$ cat config.mk
export PLATFORM = sky130hd
export DESIGN_NAME = bk_subtractor_pipe
export DESIGN_NICKNAME = d
export VERILOG_FILES = /design/src/rtl/bk_subtractor_pipe.sv
export SDC_FILE = /design/constraint.sdc
export NUM_CORES = 1
export LEC_CHECK = 0
export CAP_MARGIN = 20
export CORE_AREA = 2 2 105 133
export DETAILED_ROUTE_END_ITERATION = 10
export DIE_AREA = 0 0 107 135
export GPL_ROUTABILITY_DRIVEN = 0
export HOLD_SLACK_MARGIN = 0.08
export PLACE_DENSITY = 0.74
export SLEW_MARGIN = 20
export SYNTH_ARGS = -nofsm -noshare
export SYNTH_HDL_FRONTEND = slang
export SYNTH_SLANG_ARGS = --single-unit
export TNS_END_PERCENT = 1
$ cat constraint.sdc
create_clock -name clk -period 3.74 [get_ports clk]
set_input_delay 0.748 -clock clk [delete_from_list [all_inputs] [get_ports clk]]
set_output_delay 0.748 -clock clk [all_outputs]
set_load 0.02 [all_outputs]
$ cat src/rtl/bk_subtractor_pipe.sv
// bk_subtractor_pipe: two-stage Brent-Kung subtractor, diff = a - b - bin, with valid/ready handshake.
// Define BK_SUB_SAT_EN to saturate diff to the signed range on overflow (flags still report the raw result).
module bk_subtractor_pipe #(
    parameter int WIDTH = 32
) (
    input  logic             clk,
    input  logic             rst_n,
    input  logic             in_valid,
    output logic             in_ready,
    input  logic [WIDTH-1:0] a,
    input  logic [WIDTH-1:0] b,
    input  logic             bin,
    output logic             out_valid,
    input  logic             out_ready,
    output logic [WIDTH-1:0] diff,
    output logic             bout,
    output logic             ovf,
    output logic             zero
);
    localparam int LOG_W = $clog2(WIDTH);

    logic             s1_valid_q, s1_valid_d, out_valid_q, out_valid_d;
    logic [WIDTH-1:0] p0_q, p0_d, gu_q, gu_d, pu_q, pu_d;
    logic             c0_q, c0_d, a_msb_q, a_msb_d, b_msb_q, b_msb_d;
    logic [WIDTH-1:0] diff_q, diff_d;
    logic             bout_q, bout_d, ovf_q, ovf_d, zero_q, zero_d;
    logic             adv1, adv2, accept, ld2, ovf_raw;
    logic [WIDTH-1:0] gu, pu, gd, raw;
    logic             s2_unused;

    always_comb begin
        adv2 = ~out_valid_q | out_ready;
        adv1 = ~s1_valid_q | adv2;
        accept = in_valid & adv1;
        // Up-sweep in place on (a, ~b) with the carry-in folded into bit 0 generate
        gu = a & ~b;
        pu = a ^ ~b;
        gu[0] = gu[0] | (pu[0] & ~bin);
        for (int l = 1; l <= LOG_W; l++) begin
            for (int i = (1 << l) - 1; i < WIDTH; i += (1 << l)) begin
                gu[i] = gu[i] | (pu[i] & gu[i - (1 << (l - 1))]);
                pu[i] = pu[i] & pu[i - (1 << (l - 1))];
            end
        end
        s1_valid_d = adv1 ? in_valid : s1_valid_q;
        p0_d = accept ? (a ^ ~b) : p0_q;
        gu_d = accept ? gu : gu_q;
        pu_d = accept ? pu : pu_q;
        c0_d = accept ? ~bin : c0_q;
        a_msb_d = accept ? a[WIDTH-1] : a_msb_q;
        b_msb_d = accept ? b[WIDTH-1] : b_msb_q;
        // Down-sweep fills in the remaining prefix carries
        gd = gu_q;
        for (int l = LOG_W - 1; l >= 1; l--) begin
            for (int i = (1 << l) + (1 << (l - 1)) - 1; i < WIDTH; i += (1 << l)) begin
                gd[i] = gd[i] | (pu_q[i] & gd[i - (1 << (l - 1))]);
            end
        end
        raw = p0_q ^ {gd[WIDTH-2:0], c0_q};
        ovf_raw = (a_msb_q ^ b_msb_q) & (raw[WIDTH-1] ^ a_msb_q);
        ld2 = adv2 & s1_valid_q;
        out_valid_d = adv2 ? s1_valid_q : out_valid_q;
        bout_d = ld2 ? ~gd[WIDTH-1] : bout_q;
        ovf_d = ld2 ? ovf_raw : ovf_q;
        zero_d = ld2 ? (raw == '0) : zero_q;
`ifdef BK_SUB_SAT_EN
        diff_d = ld2 ? (ovf_raw ? {a_msb_q, {(WIDTH-1){~a_msb_q}}} : raw) : diff_q;
`else
        diff_d = ld2 ? raw : diff_q;
`endif
    end

    always_ff @(posedge clk or negedge rst_n) begin
        if (!rst_n) begin
            s1_valid_q <= 1'b0;
            out_valid_q <= 1'b0;
            p0_q <= '0;
            gu_q <= '0;
            pu_q <= '0;
            c0_q <= 1'b0;
            a_msb_q <= 1'b0;
            b_msb_q <= 1'b0;
            diff_q <= '0;
            bout_q <= 1'b0;
            ovf_q <= 1'b0;
            zero_q <= 1'b0;
        end else begin
            s1_valid_q <= s1_valid_d;
            out_valid_q <= out_valid_d;
            p0_q <= p0_d;
            gu_q <= gu_d;
            pu_q <= pu_d;
            c0_q <= c0_d;
            a_msb_q <= a_msb_d;
            b_msb_q <= b_msb_d;
            diff_q <= diff_d;
            bout_q <= bout_d;
            ovf_q <= ovf_d;
            zero_q <= zero_d;
        end
    end

    // Only the group-propagate bits the down-sweep needs are read back
    assign s2_unused = ^pu_q;
    assign in_ready = adv1;
    assign out_valid = out_valid_q;
    assign diff = diff_q;
    assign bout = bout_q;
    assign ovf = ovf_q;
    assign zero = zero_q;
endmodule

==> flow_metrics.env <==
export IMPL_most_common_layout_cells="dfrtp_1 (115), clkdlybuf4s50_1 (104), nand2_1 (55)"
export IMPL_worst_setup_path_type="primary input to primary output"
export IMPL_timing_fmax_ghz=0.3589
export IMPL_min_period_over_period_pct=74.49
export IMPL_drtIter0Drc=150
export IMPL_worstSetupEndpointType="primary output"
export IMPL_synthFlopType="dfrtp_1"
export IMPL_synth_seq_area_share_pct=51.70
export IMPL_tightest_slew_ps=964.6
export IMPL_setup_violations=0
export IMPL_drive_gt1_share_pct=9.283
export IMPL_post_cts_buffers=0
export IMPL_whs_ps=475.7
export IMPL_synth_cell_type_count=34
export IMPL_antennaDiodeCount=0
export IMPL_dr_pass1_iters=4
export IMPL_slowest_delay_ps=630
export IMPL_m1WireLength_mm=5.212
export IMPL_layout_commonest_cell="dfrtp_1"
export IMPL_synthTopCellsByArea="dfrtp_1 (52%), mux2_1 (11%), ha_1 (11%)"
export IMPL_min_period_ps=2786
export IMPL_grt_overflow=0
export IMPL_synth_edf_count=0
export IMPL_grt_pass1_vias=4244
export IMPL_power_density_mw_per_mm2=633.7
export IMPL_highest_layer="met4"
export IMPL_ant_nets=0
export IMPL_grt_pass1_wl_mm=20.65
export IMPL_netlist_area_mm2=0.005567
export IMPL_rsz0062_at_grt="no"
export IMPL_hold_viol=0
export IMPL_fin_tns_setup_ps=0
export IMPL_fp_dieW_um=107
export IMPL_synth_area_per_cell_um2=11.43
export IMPL_clk_insertion_delay_late_ps=410
export IMPL_dieHeight_um=135
export IMPL_grt_use_total_pct=18.59
export IMPL_rows=47
export IMPL_critical_path_top_delay_family="buffers and inverters"
export IMPL_arrival_ps=2040
export IMPL_yosys_register_bits=115
export IMPL_numPortBuffers=105
export IMPL_dieArea_mm2=0.01445
export IMPL_path_cells="clkdlybuf4s50_1 > nand3b_1 > clkdlybuf4s50_1"
export IMPL_regArea_mm2=0.002878
export IMPL_htree_levels=4
export IMPL_path_max_fanout=3
export IMPL_drt_total_wl_mm=12.12
export IMPL_synth_top_area_share_pct=51.70
export IMPL_clock_sinks=115
export IMPL_hpwl_mm=9.176
export IMPL_slew_headroom_pct=35.69
export IMPL_start_util_pct=42.45
export IMPL_slowest_stage="clkdlybuf4s50_1"
export IMPL_synth_area_leader_cell="dfrtp_1"
export IMPL_syn_inst=487
export IMPL_cp_start_kind="primary input"
export IMPL_root_buffer="clkbuf_16"
export IMPL_ys_async_sr_fraction_pct=100.0
export IMPL_route_detailed_drc=0
export IMPL_worst_path_buf_inv=2
export IMPL_nNetsFinal=717
export IMPL_grt_max_degree=78
export IMPL_vias=3934
export IMPL_antenna_found_initial=0
export IMPL_multi_input_area_mm2=0.002480
export IMPL_cts_made_buffers=17
export IMPL_leakage_uw=0.003493
export IMPL_cts_tree="done"
export IMPL_wl_met2_mm=6.159
export IMPL_drv_slew=0
export IMPL_yosysWarningCount=0
export IMPL_skew_ps=9.088
export IMPL_power_uw=4699
export IMPL_fillers=1070
export IMPL_pin_count=106
export IMPL_wl_met3_um=444
export IMPL_clk_pin_slew_ps=50
export IMPL_worst_path_most_repeated_cell="clkdlybuf4s50_1"
export IMPL_cp_required_ps=2990
export IMPL_syn_num_nets=603
export IMPL_wire_per_inst_um=15.44
export IMPL_clk_path_buf_depth=2
export IMPL_status="finished, final reports clean"
export IMPL_hp_class="flop to flop"
export IMPL_vias_per_cell=5.011
export IMPL_cts_resized=0
export IMPL_maxCapViolations=0
export IMPL_core_mm2=0.01311
export IMPL_vdd_drop_max_v=0.0002971
export IMPL_holdBufCountCts=0
export IMPL_area_delta_synth_final_pct=33.20
-- worst register-to-register path, stage by stage, from the launching register on --
cell     delay [ps]
dfrtp_1         430
a21o_1          250
a21o_1          210
a21o_1          180
ha_1            300
nor4_2          160
nand2_1          90
nor4_2          160
nand4_1         130
nor4_1          320
a22o_1          160
-- metal layers --
| layer | global-route usage [%] | vias to the layer above |
|---|---|---|
| met3 | 4.295 | 22 |
| met1 | 22.71 | 1915 |
| met5 | 0 | - |
| li1 | - | 1912 |
| met2 | 31.14 | 85 |
| met4 | 8.658 | 0 |
-- per-stage QoR --
stage               setup WS, ps  util [%]  std cells  cell area (um2)
global route               902.8     56.54        785             7415
CTS                        946.5     56.54        785             7415
finish                     954.1     56.54        785             7415
global placement           940.0     51.83        753             6797
floorplan                   1594         -        487             5567
detailed placement         906.4     51.83        753             6797
-- kinds of logic (layout without fill, tap and decap cells) --
| logic type | count (synthesis) | after routing | share of synthesized area, % |
|---|---|---|---|
| muxes | 69 | 69 | 13.96 |
| AOI/OAI and AO/OA | 84 | 84 | 8.766 |
| xor gates and xnor gates | 17 | 17 | 2.810 |
| buffers and inverters | 51 | 178 | 3.933 |
| and+or+nand+nor | 104 | 104 | 8.272 |
| DFF | 115 | 115 | 51.70 |
| adders and majority gates | 47 | 47 | 10.56 |
-- cell type report --
class                   instances  share of cell area [%]
multi-input cells             321                   33.45
clock inverters                11                   2.126
repair buffers                111                   14.75
well taps                     171                   2.886
flip-flops and latches        115                   38.81
clock buffers                  21                   6.210
inverters                      35                   1.772
-- worst paths after layout --
| path | from | to | slack (ps) | cells after the start |
|---|---|---|---|---|
| worst max register to register | gu_q[15]$_DFFE_PN0P_ | zero$_DFFE_PN0P_ | 1290 | 10 |
| worst min register to register | diff[25]$_DFFE_PN0P_ | diff[25]$_DFFE_PN0P_ | 480 | 2 |
| min in group asynchronous | rst_n | p0_q[11]$_DFFE_PN0P_ | 500 | 1 |
| worst min-delay path | diff[25]$_DFFE_PN0P_ | diff[25]$_DFFE_PN0P_ | 480 | 2 |
| worst max-delay path | out_ready | in_ready | 950 | 3 |
| max in group asynchronous | rst_n | zero$_DFFE_PN0P_ | 2380 | 2 |
-- cell usage after synthesis (3+ instances only) --
cell type  count
dfrtp_1      115
nand4_1        8
a21o_1        17
mux2_1        54
inv_1         35
nor2_1        24
nand2_1       57
buf_4          5
xor2_1        15
mux2_2        15
ha_1          47
buf_2          7
a21oi_1       13
nand2b_1       4
o21ai_1       15
clkbuf_1       4
o21ai_0       30
nor4_1         3
-- power by group --
part           internal (uW)  leakage, uW  switching (uW)
logic                    640      0.00178             664
registers               1540      0.00140             176
clock network           1140     0.000306             538
total                   3320      0.00349            1380
-- state kept, by name, summed over array words and instances (netlist names) --
| register | cells |
|---|---|
| a_msb_q | 1 |
| b_msb_q | 1 |
| bout | 1 |
| c0_q | 1 |
| diff | 32 |
| gu_q | 32 |
| out_valid | 1 |
| ovf | 1 |
| p0_q | 17 |
| pu_q | 26 |
| s1_valid_q | 1 |
| zero | 1 |
Power figures use the tool's default switching activity.
==> RTL change 1 (same flow settings) <==
Register the output `ovf` once more, with the module's reset; this adds one clock of latency there. The other outputs are not delayed to match.
--- a/src/rtl/bk_subtractor_pipe.sv
+++ b/src/rtl/bk_subtractor_pipe.sv
@@ -107,5 +107,11 @@
     assign diff = diff_q;
     assign bout = bout_q;
-    assign ovf = ovf_q;
+    always_ff @(posedge clk or negedge rst_n) begin
+        if (!rst_n) begin
+            ovf <= '0;
+        end else begin
+            ovf <= ovf_q;
+        end
+    end
     assign zero = zero_q;
 endmodule
Check against the original RTL: not equivalent (Yosys sat finds a counterexample within 4 cycles, from zero or initial values and one cycle with rst_n low).
==> RTL change 1 against the unedited design <==
  * Fmax grew 2.3%
  * Wire length rose by 11%
  * Critical path type unchanged
  * Sequential share of layout area is 0.93 points lower
  * Clock power grew 2%
  * Setup slack improved by 0.064 ns
  * Die area stayed put
  * Largest cell class unchanged
  * Final area rose by 3.3%
  * Critical path depth unchanged
  * Power is 3.2% higher
  * Synthesized area rose by 5.0%
  * Utilization is 1.9 points higher
  * Sequential cell count rose by 1
  * Count of clock-buffer cells in the layout unchanged
==> RTL change 1: results (changes against the unedited design) <==
stage	metric	value	unit	change
critical_path	cpPeakStageDelay	0.61	ns	-0.02 ns
final_layout	final_net_count	730		+1.8%
min_path	hold_path.startpoint	ovf_q		
pwr	power_report.internal_total	3.43	mW	+3.4%
place	dp_hpwl	9.82	mm	+7.0%
detailed_routing	drtIter0Drc	219		+46%
min_path	hold_path_depth	0		-2
grt	grt_pass1_vias	4434		+4.5%
grt	grt_pass1_wl	22.0	mm	+6.6%
logic_synthesis	synthMuxAreaShare	15.2	%	+1.3 points
detailed_routing	vias_per_cell	5.14		+2.5%
logic_synthesis	syn_nets	617		+2.3%
detailed_routing	wl_per_cell	16.8	µm	+8.8%
sta	skew	0.0136	ns	+0.00450 ns
final_layout	nFillCells	1046		-2.2%
logic_synthesis	synth_compound_area_share	8.33	%	-0.44 points
logic_synthesis	ys_seq_area_share	49.7	%	-2.0 points
critical_path	ff2ff_path_depth	9		-1
sta	slew_viol_final	0		unchanged
grt	grt_usage	19.8	%	+1.2 points
logic_synthesis	synth_common_cells	dfrtp_1, nand2_1, ha_1, o21ai_0, mux2_2		
grt	grt_max_degree	69		-12%
sta	max_slew.worst_pin.slew	0.863	ns	-0.102 ns
clocking	cts_setup_buffers	0		unchanged
clocking	cts_resized	0		unchanged
pwr	p_leak	3.66	nW	+4.7%
detailed_routing	vias	4100		+4.2%
place	portBuffers	105		unchanged
final_layout	drive_gt1_share	17.1	%	+7.8 points
logic_synthesis	avgSynthCellArea	11.7	µm²	+2.0%
critical_path	cp.arrival	1.97	ns	-0.07 ns
place	dp_cells	766		+1.7%
clocking	cts_buffers	17		unchanged
pwr	ir_drop	281	µV	-5.5%
logic_synthesis	ys_types	42		+24%
place	place_area	7040	µm²	+3.6%
logic_synthesis	synth_area_leaders	dfrtp_1, ha_1, mux2_4, mux2_2, nand2_1		
logic_synthesis	synthAdderAreaFrac	10.1	%	-0.50 points
outcome	status	finished clean		
logic_synthesis	synth-xor-area-share	2.70	%	-0.11 points
critical_path	cp_max_fo	4		+1
[RTL change 1: cell count changes after synthesis, moves of 5 or more]
cell,before,now
mux2_1,54,0
mux2_4,0,33
mux2_2,15,35
o21ai_1,15,0
o21ai_0,30,41
nand3_1,1,7
buf_4,5,0
[RTL change 1: power groups by stage]
| stage | logic (mW) | clock network, mW | registers [mW] |
|---|---|---|---|
| after floorplan | 0.600 | 0 | 1.91 |
| after global placement | 1.36 | 0 | 1.74 |
| after detailed placement | 1.39 | 0 | 1.76 |
| after CTS | 1.40 | 1.74 | 1.75 |
| after global routing | 1.50 | 1.80 | 1.78 |
| final | 1.39 | 1.72 | 1.75 |
[RTL change 1: path summary, 6_finish.rpt]
kind                            slack, ns       end
worst min register to register       0.39       ovf
worst max-delay path                 1.02  in_ready
max in group asynchronous            2.53  diff[26]
worst min-delay path                 0.39       ovf
worst max register to register       1.29      zero
min in group asynchronous            0.44   p0_q[4]
[RTL change 1: cell type report]
cell class / instances / area [µm²] / area share, %
clock buffers: 21 / 440 / 5.75
clock inverters: 11 / 183 / 2.38
inverters: 34 / 128 / 1.67
multi-input cells: 335 / 2680 / 35.0
flip-flops and latches: 116 / 2900 / 37.9
well taps: 171 / 214 / 2.79
repair buffers: 110 / 1110 / 14.5
[RTL change 1: per-stage QoR]
stage / power, mW / setup WS, ns
global route: 5.08 / 0.987
finish: 4.85 / 1.02
global placement: 3.11 / 1.02
CTS: 4.89 / 1.01
detailed placement: 3.15 / 0.974
floorplan: 2.51 / 1.61
[RTL change 1: kinds of logic after synthesis]
group           count (synthesis)
fa+ha+maj                      47
mux                            68
xor+xnor                       18
buf+inv                        50
simple gates                  122
flops                         116
compound gates                 80
[RTL change 1: layer usage]
metal / routed length, µm / track usage, %
met5: 0 / 0
met3: 583 / 5.02
met1: 5490 / 23.2
met4: 377 / 8.01
met2: 6960 / 34.7
==> RTL change 2 (same settings) <==
Made on the original files. Set the parameter `WIDTH` to 16 (it was 32).
--- a/src/rtl/bk_subtractor_pipe.sv
+++ b/src/rtl/bk_subtractor_pipe.sv
@@ -2,5 +2,5 @@
 // Define BK_SUB_SAT_EN to saturate diff to the signed range on overflow (flags still report the raw result).
 module bk_subtractor_pipe #(
-    parameter int WIDTH = 32
+    parameter int WIDTH = 16
 ) (
     input  logic             clk,
Ports: changed (resized a, b and diff); port bits go from 106 to 58. No check against the original RTL was run, so the function may have changed too.
==> RTL change 2 against the unedited design <==
  * Setup slack improved by 0.031 ns
  * Worst hold slack lost 0.027 ns
  * Power fell by 50%
  * Wire length fell by 47%
  * Final area shrank 47%
  * Sequential cell count is 55 lower
  * Fmax up 1.1%
  * Synthesized area fell by 47%
  * Clock skew decreased by 0.0047 ns
  * Largest cell class unchanged
  * Critical path type unchanged
  * Via count fell by 49%
==> RTL change 2: results (changes against the unedited design) <==
stage	metric	value	unit	change
pwr	ir_drop	261	µV	-12%
logic_synthesis	synth_common_cells	dfrtp_1, mux2_2, nand2_1, o21ai_0, ha_1		
critical_path	cp.arrival	2.01	ns	-0.03 ns
outcome	status	finished clean		
pwr	power_density	595	nW/µm²	-6.1%
logic_synthesis	synth_compound_area_share	9.45	%	+0.68 points
logic_synthesis	ys_seq_area_share	51.3	%	-0.39 points
final_layout	multi_input_area_share	32.8	%	-0.65 points
final_layout	multi_input_gates	167		-48%
min_path	hold_class	input pin to asynchronous set/reset pin		
final_layout	drive_gt1_share	16.6	%	+7.3 points
grt	gr-usage-met3	4.20	%	-0.097 points
clocking	cts_num_sinks	60		-48%
final_layout	n_all_inverters	18		-49%
detailed_routing	wl_met3	501	µm	+13%
place	portBuffers	57		-46%
final_layout	clk_share	7.20	%	-1.1 points
place	place_area	3640	µm²	-46%
grt	grt_usage	9.50	%	-9.1 points
detailed_routing	drtIter0Drc	69		-54%
sta	skew	0.00440	ns	-0.00469 ns
grt	grt_pass1_wl	10.3	mm	-50%
final_layout	n_all_buffers	58		-48%
detailed_routing	routed_wl	6.38	mm	-47%
detailed_routing	route.met2.wl	3.16	mm	-49%
critical_path	ff2ff_path_depth	8		-2
critical_path	cp_max_fo	4		+1
final_layout	seq_share	38.2	%	-0.57 points
final_layout	final_net_count	374		-48%
grt	use_met1	9.69	%	-13 points
logic_synthesis	synthMuxAreaShare	13.1	%	-0.88 points
critical_path	cpPeakStageDelay	0.61	ns	-0.02 ns
final_layout	clkbuf_count	15		-29%
logic_synthesis	synth-xor-area-share	2.69	%	-0.12 points
clocking	clk_latency	0.32	ns	-0.09 ns
critical_path	r2r_slack	1.74	ns	+0.45 ns
clocking	cts.htree.levels	3		-1
logic_synthesis	synthCells	253		-48%
detailed_routing	wirelength_met1	2.59	mm	-50%
logic_synthesis	syn_nets	313		-48%
place	dp_hpwl	5.04	mm	-45%
final_layout	nFillCells	1298		+21%
detailed_routing	vias	1999		-49%
detailed_routing	wl_per_cell	13.0	µm	-16%
logic_synthesis	synthAdderAreaFrac	9.83	%	-0.73 points
logic_synthesis	ys_types	32		-5.9%
sta	max_slew.worst_pin.slew	0.640	ns	-0.325 ns
logic_synthesis	synth_area_leaders	dfrtp_1, mux2_2, ha_1, o21ai_0, nand2_1		
sta	holdWs	0.448	ns	-0.0273 ns
clocking	cts_buffers	9		-8
grt	grt_pass1_vias	2124		-50%
final_layout	layout.nonclk_buf_share	14.6	%	-0.15 points
sta	worst_slack	0.986	ns	+0.0314 ns
RTL change 2: changes by cell type after synthesis, moves of 12 or more:
| cell | before | now |
|---|---|---|
| o21ai_1 | 15 | 1 |
| ha_1 | 47 | 23 |
| dfrtp_1 | 115 | 60 |
| nand2_1 | 57 | 29 |
| mux2_1 | 54 | 1 |
| mux2_2 | 15 | 33 |
| inv_1 | 35 | 18 |
| a21o_1 | 17 | 5 |
| nor2_1 | 24 | 12 |
RTL change 2: report_power, final:
part           switching, mW  total [mW]  internal [mW]
clock                  0.260       0.761          0.501
combinational          0.346       0.686          0.340
sequential            0.0875       0.890          0.802
RTL change 2: worst max-delay path by stage:
stage | startpoint | to | cells past startpoint
2_1_floorplan | b[13] | gu_q[15] | 7
3_3_place_gp | out_ready | in_ready | 3
3_5_place_dp | out_ready | in_ready | 3
4_1_cts | out_ready | in_ready | 3
5_1_grt | out_ready | in_ready | 3
6_report | out_ready | in_ready | 3
